===== src/rtl/counter_display_ctrl.sv =====
// counter_display_ctrl
// Four-digit BCD up/down counter with start/stop/clear control and a
// multiplexed, active-low seven-segment display driver.
//   - IDLE/RUN/PAUSE control FSM; clear > stop > start when pulses coincide.
//   - A prescaler divides clk by TICK_DIV to produce the count tick in RUN.
//   - A free-running scan counter steps the displayed digit every SCAN_DIV clks.
module counter_display_ctrl #(
  parameter int TICK_DIV = 50000000,
  parameter int SCAN_DIV = 50000
) (
  input  logic        clk,
  input  logic        reset,
  input  logic        start,
  input  logic        stop,
  input  logic        clear,
  input  logic        up_down,
  output logic [15:0] bcd,
  output logic        running,
  output logic [3:0]  an,
  output logic [6:0]  seg
);

  localparam int PW = (TICK_DIV > 2) ? $clog2(TICK_DIV) : 1;
  localparam int SW = (SCAN_DIV > 2) ? $clog2(SCAN_DIV) : 1;
  localparam logic [PW-1:0] PRESC_MAX = PW'(TICK_DIV - 1);
  localparam logic [SW-1:0] SCAN_MAX  = SW'(SCAN_DIV - 1);

  typedef enum logic [1:0] {
    ST_IDLE  = 2'd0,
    ST_RUN   = 2'd1,
    ST_PAUSE = 2'd2
  } state_t;

  // One decimal step of the whole 4-digit value with ripple carry/borrow.
  // Any out-of-range digit is treated as a wrap point so it can never persist.
  function automatic logic [15:0] bcd_step(input logic [15:0] val, input logic up);
    logic [15:0] res;
    logic        carry;
    logic [3:0]  d;
    res   = val;
    carry = 1'b1;
    for (int i = 0; i < 4; i++) begin
      d = val[4*i +: 4];
      if (carry) begin
        if (up) begin
          if (d >= 4'd9) begin
            res[4*i +: 4] = 4'd0;
            carry         = 1'b1;
          end else begin
            res[4*i +: 4] = d + 4'd1;
            carry         = 1'b0;
          end
        end else begin
          if ((d == 4'd0) || (d > 4'd9)) begin
            res[4*i +: 4] = 4'd9;
            carry         = 1'b1;
          end else begin
            res[4*i +: 4] = d - 4'd1;
            carry         = 1'b0;
          end
        end
      end else begin
        res[4*i +: 4] = d;
      end
    end
    return res;
  endfunction

  // Active-low segment pattern {a,b,c,d,e,f,g}; non-decimal input blanks.
  function automatic logic [6:0] seg_encode(input logic [3:0] d);
    logic [6:0] s;
    case (d)
      4'd0:    s = 7'b0000001;
      4'd1:    s = 7'b1001111;
      4'd2:    s = 7'b0010010;
      4'd3:    s = 7'b0000110;
      4'd4:    s = 7'b1001100;
      4'd5:    s = 7'b0100100;
      4'd6:    s = 7'b0100000;
      4'd7:    s = 7'b0001111;
      4'd8:    s = 7'b0000000;
      4'd9:    s = 7'b0000100;
      default: s = 7'b1111111;
    endcase
    return s;
  endfunction

  state_t          state_q, state_d;
  logic [PW-1:0]   presc_q, presc_d;
  logic [15:0]     bcd_q, bcd_d;
  logic [SW-1:0]   scan_q, scan_d;
  logic [1:0]      digit_q, digit_d;
  logic [3:0]      an_q, an_d;
  logic [6:0]      seg_q, seg_d;
  logic            tick_s;
  logic            scan_wrap_s;
  logic [3:0]      cur_digit_s;

  assign tick_s = (state_q == ST_RUN) && (presc_q == PRESC_MAX);

  // Control FSM, prescaler and count value next-state.
  // A stop in RUN freezes the prescaler, so a coinciding tick is discarded
  // and re-fires one cycle after RUN is re-entered.
  always_comb begin
    state_d = state_q;
    presc_d = presc_q;
    bcd_d   = bcd_q;
    if (clear) begin
      state_d = ST_IDLE;
      presc_d = '0;
      bcd_d   = 16'h0000;
    end else begin
      case (state_q)
        ST_IDLE: begin
          presc_d = '0;
          if (start) begin
            state_d = ST_RUN;
          end else begin
            state_d = ST_IDLE;
          end
        end
        ST_RUN: begin
          if (stop) begin
            state_d = ST_PAUSE;
          end else if (tick_s) begin
            presc_d = '0;
            bcd_d   = bcd_step(bcd_q, up_down);
          end else begin
            presc_d = presc_q + PW'(1);
          end
        end
        ST_PAUSE: begin
          if (start) begin
            state_d = ST_RUN;
          end else begin
            state_d = ST_PAUSE;
          end
        end
        default: begin
          state_d = ST_IDLE;
          presc_d = '0;
          bcd_d   = 16'h0000;
        end
      endcase
    end
  end

  // Display scan: free-running slot counter, digit index, registered an/seg.
  always_comb begin
    scan_wrap_s = (scan_q == SCAN_MAX);
    if (scan_wrap_s) begin
      scan_d  = '0;
      digit_d = digit_q + 2'd1;
    end else begin
      scan_d  = scan_q + SW'(1);
      digit_d = digit_q;
    end
    case (digit_q)
      2'd0:    cur_digit_s = bcd_q[3:0];
      2'd1:    cur_digit_s = bcd_q[7:4];
      2'd2:    cur_digit_s = bcd_q[11:8];
      2'd3:    cur_digit_s = bcd_q[15:12];
      default: cur_digit_s = 4'd0;
    endcase
    an_d  = ~(4'b0001 << digit_q);
    seg_d = seg_encode(cur_digit_s);
  end

  // State registers with asynchronous active-high reset.
  always_ff @(posedge clk or posedge reset) begin
    if (reset) begin
      state_q <= ST_IDLE;
      presc_q <= '0;
      bcd_q   <= 16'h0000;
      scan_q  <= '0;
      digit_q <= 2'd0;
      an_q    <= 4'b1111;
      seg_q   <= 7'b1111111;
    end else begin
      state_q <= state_d;
      presc_q <= presc_d;
      bcd_q   <= bcd_d;
      scan_q  <= scan_d;
      digit_q <= digit_d;
      an_q    <= an_d;
      seg_q   <= seg_d;
    end
  end

  assign bcd     = bcd_q;
  assign running = (state_q == ST_RUN);
  assign an      = an_q;
  assign seg     = seg_q;

endmodule

===== config.mk =====
export PLATFORM = sky130hd
export DESIGN_NAME = counter_display_ctrl
export DESIGN_NICKNAME = d
export VERILOG_FILES = /design/src/rtl/counter_display_ctrl.sv
export SDC_FILE = /design/constraint.sdc
export NUM_CORES = 1
export LEC_CHECK = 0
export CAP_MARGIN = 20
export CELL_PAD_IN_SITES_DETAIL_PLACEMENT = 0
export CELL_PAD_IN_SITES_GLOBAL_PLACEMENT = 1
export CORE_ASPECT_RATIO = 1.5
export CORE_MARGIN = 3
export CORE_UTILIZATION = 41
export CTS_CLUSTER_DIAMETER = 200
export DETAILED_ROUTE_END_ITERATION = 10
export PLACE_DENSITY = 0.87
export REMOVE_ABC_BUFFERS = 1
export SYNTH_ARGS = -nofsm -noshare
export SYNTH_HDL_FRONTEND = slang
export SYNTH_SLANG_ARGS = --single-unit
export TNS_END_PERCENT = 5

===== constraint.sdc =====
create_clock -name clk -period 2.5 [get_ports clk]
set_clock_uncertainty 0.1 [all_clocks]
set_input_delay 0.5 -clock clk [delete_from_list [all_inputs] [get_ports clk]]
set_output_delay 0.5 -clock clk [all_outputs]
set_load 0.01 [all_outputs]

* Word level (Yosys, flattened, before mapping)
Memories as Yosys holds them, arrays and structs flattened. A register that Yosys moved wholly into a read port is not among the register bits.
Index checks and enable logic that the tools add are counted.
** Storage, ports and cells
- Register bits after elaboration :: 66
- Bits in latches :: 0
- RAM bits :: 0
- Memory bits (read-only) :: 112
- Output and inout port bits :: 28
- Logic and storage cells :: 116
- Memories :: 1
** Memories
- (no name shown) :: words 16, bits a word 7, read ports 1, clocked after memory_dff 1, wr ports 0, RTL line 72 : case (d)
** Operators by class
- $add $sub $neg :: 11
- Multipliers :: 0
- Div/mod/pow operators :: 0
- $lt $le $gt $ge :: 8
- Eq/ne operators :: 15
- Shift-type cells :: 1
- Multiplexer cells :: 53
- Bitwise logic cells :: 1
- Reductions and logical operators :: 17
** Operators with widths (count)
- $mux 26 :: 3
- $mux 16 :: 4
- $mux 4 :: 15
- $pmux 26 s2 :: 1
- $pmux 16 s2 :: 1
- $add 26x1->26 const B :: 1
- $eq 26x26->1 const B :: 1
- $mux 1 :: 24
- $add 16x1->16 const B :: 1
- $add 4x1->4 const B :: 4
- $eq 16x16->1 const B :: 1
- $ge 4x4->1 const B :: 4
- $gt 4x4->1 const B :: 4
- $logic_not 4->1 :: 4
- $pmux 4 s4 :: 1
- $sub 4x1->4 const B :: 4
- $ne 3x2->1 const B :: 4
- $reduce_and 4->1 :: 3
- $eq 2x2->1 const B :: 3
- $mux 2 :: 3
- $ne 3x3->1 const B :: 2
- $pmux 2 s3 :: 1
- $eq 2x1->1 const B :: 2
- $logic_not 2->1 :: 2
- other kinds (10) :: 13

* Logic depth before layout (Yosys ltp)
Gate-level depths: netlist of the first run.
- Depth in word-level cells :: 23
- Mapped depth :: 10
- Mapped depth without buffers :: 10

* Least setup slack after synthesis of the first run
Ideal clock, no wire load.
- Path kind :: register to register
- From :: register digit_q[0]
- To :: register seg_q[3] (netlist: seg[3])
- Data arrival time :: 1.889 ns
- Slack :: 0.433 ns
- Cell stages (with the launch flop) :: 10
- Path through :: dfrtp_1 > inv_1 > ha_1 > clkinv_1 > o21ai_0 > inv_1 > ha_1 > nor2_1 > o21ai_0 > o21a_1
** On the way
- Word-level cells in the longest chain between the ends :: 2
- Elaborated cells on any way between the ends :: 5
** Ends and longest elaborated chain
- start: declaration :: RTL line 92 : logic [1:0] digit_q, digit_d;
- start signal: assignment :: RTL line 184 : digit_q <= digit_d;
- $eq 2x2->1 (tied with other cells) :: RTL line 158 : case (digit_q)
- $pmux 4 s4 * :: RTL line 158
- end: declaration :: RTL line 94 : logic [6:0] seg_q, seg_d;
Every way passes the cells marked *; elsewhere a longest branch is shown, timed or not.
A chain may end at the register's enable or synchronous reset.

* Worst setup path after layout of the first run
- From :: register digit_q[0]
- To :: register seg_q[6] (netlist: seg[6])
Same word-level chain as after synthesis.

==> out/metrics.yaml, run 1 <==
status: "finished, final reports clean"
htreeDepth: 3
area_growth_pct: 20.7
maxSlewHeadroom_pct: 56.7
fp.dieH_um: 132
firstDrtPassIters: 4
grt_util_all_layers_pct: 16.6
grt_util_met2_pct: 30.3
synth-seq-area-share_pct: 42.2
rsz0062_at_grt: "no"
hold_buffers: 0
path_cells: "inv_1 -> ha_1 -> a22oi_1 -> nand2_1 -> mux2i_1 -> nor2_1 -> o21ai_0 -> o21a_1"
path_clk_slew_ns: 0.06
grt_pass1_wl_mm: 16.3
wl_per_cell_um: 14.2
dieWidth_um: 90.2
worstMarginPinSlew_ns: 0.644
critPathTopFamily: "compound AO/OA/AOI/OAI gates"
clock_sinks: 73
multiInputGateArea_um2: 2350
synth_seq_cells: 73
synth_top_area_cell: "dfrtp_1"
io_buffers: 33
place.gp.congestion: 0.891
syn_area_per_cell_um2: 9.36
p_comb_share_pct: 14.4
core_um2: 10200
start_kind: "flop"
ys_types: 61
cp-end-kind: "flop"
report.final.slew_viol_count: 0
yosysWarnings: 0
endpoint: "seg[6]"
antenna_cells: 0
synth_area_leaders: "dfrtp_1 36%, ha_1 7.5%, dfstp_2 6.6%"
synthCells: 466
worst-setup-path-type: "reg2reg"
nets: 551
netlist.area_leader.share_pct: 35.6
start_util_pct: 42.6
rrSetupSlack_ns: 0.29
pwr-share-clk_pct: 41.6
antenna_found_initial: 0
cp_slowest_cell: "dfrtp_1"
swShare_pct: 27.9
setup_viol: 0
cts_setup_buffers: 0
cp.arrival_ns: 2.40
hold_viol: 0
worstSetupStartpoint: "digit_q[0]"
synthFlopType: "dfrtp_1"
holdPathStages: 1
reg2reg_from: "digit_q[0]"
gr-usage-met3_pct: 3.14
p_leak_nw: 2.25
async_reset_ff_share_pct: 100
rows: 45
p_switching_mw: 0.813
critPathMaxFanout: 5
cp_num_cells: 8
dp_cells: 649
drv_cap: 0
cts_buffers: 9
stdcell_count: 665
cts_tree: "built"
dp_hpwl_mm: 6.79
rr_endpoint: "seg[6]"
fmax_mhz: 452
seq_area_um2: 1840
clk_latency_ns: 0.34
utilization_pct: 51.4
drc: 0
vias: 3532
period_needed_ns: 2.21
critPathMaxStageDelay_ns: 0.38
fillerInstances: 974
vdd_ir_drop_max_v: 0.000326
ctsResizeCount: 0
grt_pass1_vias: 3605
critPathBufInv: 1
ant_nets: 0
grt_max_degree: 74
clk_path_buf_depth: 2
seq_power_share_pct: 44.0
power.density_nw_per_um2: 554
setup_tns_ns: 0
power_mw: 2.91
syn_area_um2: 4360
routed_wl_mm: 9.45
drtIter0Drc: 139
hold_path_class: "reg2reg"
grt.busiest_layer: "met2"
dieArea_um2: 11900
synth-edff-count: 0
critPathRequiredTime_ns: 2.69
grtUsageMet1_pct: 17.8
ff2ff_path_depth: 8
cell_internal_pwr_mw: 2.10
avgViaCountPerCell: 5.31
drive_gt1_share_pct: 12.6
gr-total-overflow: 0
io_pins: 34
cts_root_buf: "clkbuf_16"
fin_crit_sh_pct: 88.4
how the worst min path moves through the flow:
stage | start | slack [ns] | to
after floorplan | scan_q[0] | 0.35 | scan_q[0]
final | scan_q[0] | 0.38 | scan_q[0]
after CTS | scan_q[0] | 0.39 | scan_q[0]
after global placement | scan_q[0] | 0.37 | scan_q[0]
after detailed placement | scan_q[0] | 0.38 | scan_q[0]
after global routing | scan_q[10] | 0.42 | scan_q[10]
kinds of logic (layout without fill, tap and decap cells):
| kind of cell | Yosys count | after routing | share of synthesized area [%] |
|---|---|---|---|
| xor gates and xnor gates | 43 | 43 | 8.64 |
| DFF | 73 | 73 | 42.2 |
| buffers and inverters | 39 | 97 | 3.90 |
| adders and majority gates | 26 | 26 | 7.46 |
| AOI/OAI and AO/OA | 92 | 92 | 14.7 |
| muxes | 6 | 6 | 1.43 |
| and+or+nand+nor | 187 | 187 | 21.7 |
cell usage after synthesis, types with 4 or more instances:
cell type and number:
nor2_1 57, nand2b_1 10, ha_1 26, a21oi_1 14
mux2i_1 4, xnor2_1 16, or3_1 4, nand4_1 7
o21bai_1 6, nand2_1 46, o31ai_1 9, xor2_1 27
and3_1 9, o21ai_0 25, dfstp_2 11, clkbuf_1 4
a22oi_1 5, nor3_1 8, buf_2 4, inv_1 25
nand3_1 24, dfrtp_1 62
metal layers:
metal / up-vias / wire [um]
met5: - / 0
met4: 0 / 278
met3: 22 / 356
met2: 72 / 5030
met1: 1711 / 3780
li1: 1727 / -
registers in the layout, summed over array words and instances, names as in the netlist:
name     cells
an           4
bcd         16
digit_q      2
presc_q     26
scan_q      16
seg          7
state_q      2
cells in the final DEF, fill, tap and decap left out, drive strengths merged, types with 6 or more instances in the layout:
| cell | count |
|---|---|
| nand2 | 46 |
| buf | 22 |
| xnor2 | 16 |
| nor3 | 8 |
| nand4 | 7 |
| dfstp | 11 |
| dfrtp | 62 |
| nor2 | 57 |
| o31ai | 9 |
| a21oi | 15 |
| xor2 | 27 |
| clkbuf | 9 |
| ha | 26 |
| and3 | 9 |
| nand3 | 24 |
| o21bai | 6 |
| clkdlybuf4s50 | 33 |
| inv | 27 |
| nand2b | 10 |
| o21ai | 28 |
through the flow:
| step | instance area, um^2 | hold WS [ns] | worst slack [ns] |
|---|---|---|---|
| floorplan | 4290 | 0.355 | 0.0649 |
| global placement | 4980 | 0.369 | 0.113 |
| detailed placement | 4980 | 0.377 | 0.0299 |
| CTS | 5270 | 0.386 | 0.284 |
| global route | 5270 | 0.422 | 0.0403 |
| finish | 5270 | 0.380 | 0.290 |
final cells by class:
| class | instances | share of cell area, % |
|---|---|---|
| sequential | 73 | 35.0 |
| tap | 141 | 3.35 |
| timing repair buffer | 55 | 9.89 |
| clock buffer | 9 | 4.28 |
| inverter | 26 | 1.85 |
| clock inverter | 7 | 1.05 |
| multi-input combinational | 354 | 44.6 |
power by group through the flow:
stage	clock network, mW	logic, mW	registers (mW)
after floorplan	0	0.222	1.31
after global placement	0	0.415	1.30
after detailed placement	0	0.422	1.30
after CTS	1.23	0.424	1.28
after global routing	1.28	0.468	1.29
final	1.21	0.420	1.28
(Power assumes the default switching activity.)
==> run 2, diff against run 1 <==
ABC_CLOCK_PERIOD_IN_PS = 2300   (was unset)
CORE_UTILIZATION = 46   (was 41)
PLACE_DENSITY = unset   (was 0.87)
PLACE_DENSITY_LB_ADDON = 0.1   (was unset)
clock period = 2.3 ns   (was 2.5 ns; I/O delays follow)
==> run 2 against run 1 <==
Net effect:
- non-clock buffer count up 17
- clock-buffer cell count up 1
- worst setup slack worse by 0.17 ns
- via count about the same
- sequential share of layout area down 0.76 points
- global-route usage up 3.0 points
- cell count down 2.1%
- die area down 10%
- critical endpoint is now running
- highest routed layer unchanged
==> out/metrics.yaml, run 2 (synthesized netlist as in run 1, its figures left out) <==
reg2reg_from: "presc_q[8]"
hold_path_class: "in2async"
antenna_found_initial: 0
ant_nets: 0
critPathMaxStageDelay_ns: 0.59
rrSetupSlack_ns: 0.15
worstMarginPinSlew_ns: 0.535
regMostFlops: "presc_q"
period_needed_ns: 2.18
place.gp.congestion: 0.860
worst-setup-path-type: "reg2out"
path_cells: "nor2b_1 -> clkdlybuf4s50_1"
fin_crit_sh_pct: 94.9
cts_tree: "built"
grt_pass1_wl_mm: 17.1
report.final.slew_viol_count: 0
vias: 3534
setup_tns_ns: 0
worstSetupStartpoint: "state_q[0]"
layout_commonest_cell: "dfrtp_1"
cts_setup_buffers: 0
layout_common_cells: "62 x dfrtp_1, 57 x nor2_1, 46 x nand2_1"
vdd_ir_drop_max_v: 0.000532
rr_endpoint: "bcd[8]"
setup_ws_ns: 0.118
clk_path_buf_depth: 2
dieArea_um2: 10700
swShare_pct: 26.0
drc: 0
fmax_mhz: 458
cell_internal_pwr_mw: 2.47
grt_util_all_layers_pct: 19.6
wl_per_cell_um: 14.8
routed_wl_mm: 9.63
rsz0062_at_grt: "yes"
core_um2: 9040
seq_power_share_pct: 41.5
clk_latency_ns: 0.33
cp_slowest_cell: "clkdlybuf4s50_1"
grt_max_degree: 52
fillerInstances: 799
io_pins: 34
seq_area_um2: 1840
post-place-ws_ns: -0.128
rows: 42
start_kind: "flop"
nets: 568
critPathRequiredTime_ns: 1.74
start_util_pct: 48.2
p_comb_share_pct: 14.7
firstDrtPassIters: 4
ctsResizeCount: 0
power.density_nw_per_um2: 619
largest_register_ffs: 26
area_growth_pct: 23.4
antenna_cells: 0
stdcell_count: 651
drv_cap: 0
clock_sinks: 73
path_clk_slew_ns: 0.06
dieWidth_um: 85.5
power_mw: 3.33
io_buffers: 33
maxSlewHeadroom_pct: 63.7
status: "finished, final reports clean"
endpoint: "running"
htreeDepth: 3
grt_pass1_vias: 3672
multiInputGateArea_um2: 2360
drive_gt1_share_pct: 15.7
ff2ff_path_depth: 6
gr-total-overflow: 0
dp_hpwl_mm: 7.20
cts_root_buf: "clkbuf_16"
setup_viol: 0
critPathMaxFanout: 7
pwr-share-clk_pct: 43.9
p_leak_nw: 2.35
fp.dieH_um: 125
cts_buffers: 9
p_switching_mw: 0.865
utilization_pct: 59.6
dp_cells: 635
hold_viol: 0
hold_buffers: 0
avgViaCountPerCell: 5.43
cp-end-kind: "output port"
cp.arrival_ns: 1.62
drtIter0Drc: 175
## run 2: worst min-delay path by stage
stage | start | cells after the start | to | slack, ns
floorplan | scan_q[0] | 1 | scan_q[0] | 0.35
detailed placement | scan_q[0] | 1 | scan_q[0] | 0.39
global route | reset | 2 | scan_q[10] | 0.33
global placement | scan_q[0] | 1 | scan_q[0] | 0.37
finish | reset | 2 | digit_q[1] | 0.29
CTS | reset | 2 | scan_q[10] | 0.29
## run 2: area by class of cell
class                   instances  area share (%)
clock buffers                  10            4.65
repair buffers                 72            11.8
multi-input cells             354            43.8
well taps                     110            2.56
inverters                      26            1.81
clock inverters                 6            1.21
flip-flops and latches         73            34.2
## run 2: layer usage
| layer | up-vias | wire length [um] | GRT usage (%) |
|---|---|---|---|
| li1 | 1766 | - | - |
| met1 | 1709 | 4080 | 22.9 |
| met2 | 49 | 5180 | 35.3 |
| met3 | 10 | 188 | 2.96 |
| met4 | 0 | 184 | 8.01 |
| met5 | - | 0 | 0 |
## run 2: per-stage QoR
stage / hold WS [ns] / area [um^2]
2_1_floorplan: 0.355 / 4290
3_3_place_gp: 0.374 / 5060
3_5_place_dp: 0.389 / 5060
4_1_cts: 0.291 / 5380
5_1_grt: 0.325 / 5380
6_report: 0.293 / 5380
## run 2: power groups by stage
| stage | clock [mW] | combinational [mW] | sequential (mW) |
|---|---|---|---|
| after global placement | 0 | 0.486 | 1.40 |
| after detailed placement | 0 | 0.492 | 1.40 |
| final | 1.46 | 0.488 | 1.38 |
| after global routing | 1.55 | 0.543 | 1.39 |
| after CTS | 1.50 | 0.495 | 1.38 |
| after floorplan | 0 | 0.241 | 1.42 |
## run 2: worst max-delay path: cells and delay by family (launching register included)
| family | cells | cell delay (ns) |
|---|---|---|
| flip-flops | 1 | 0.43 |
| buffers and inverters | 1 | 0.59 |
| AND/OR/NAND/NOR | 1 | 0.28 |
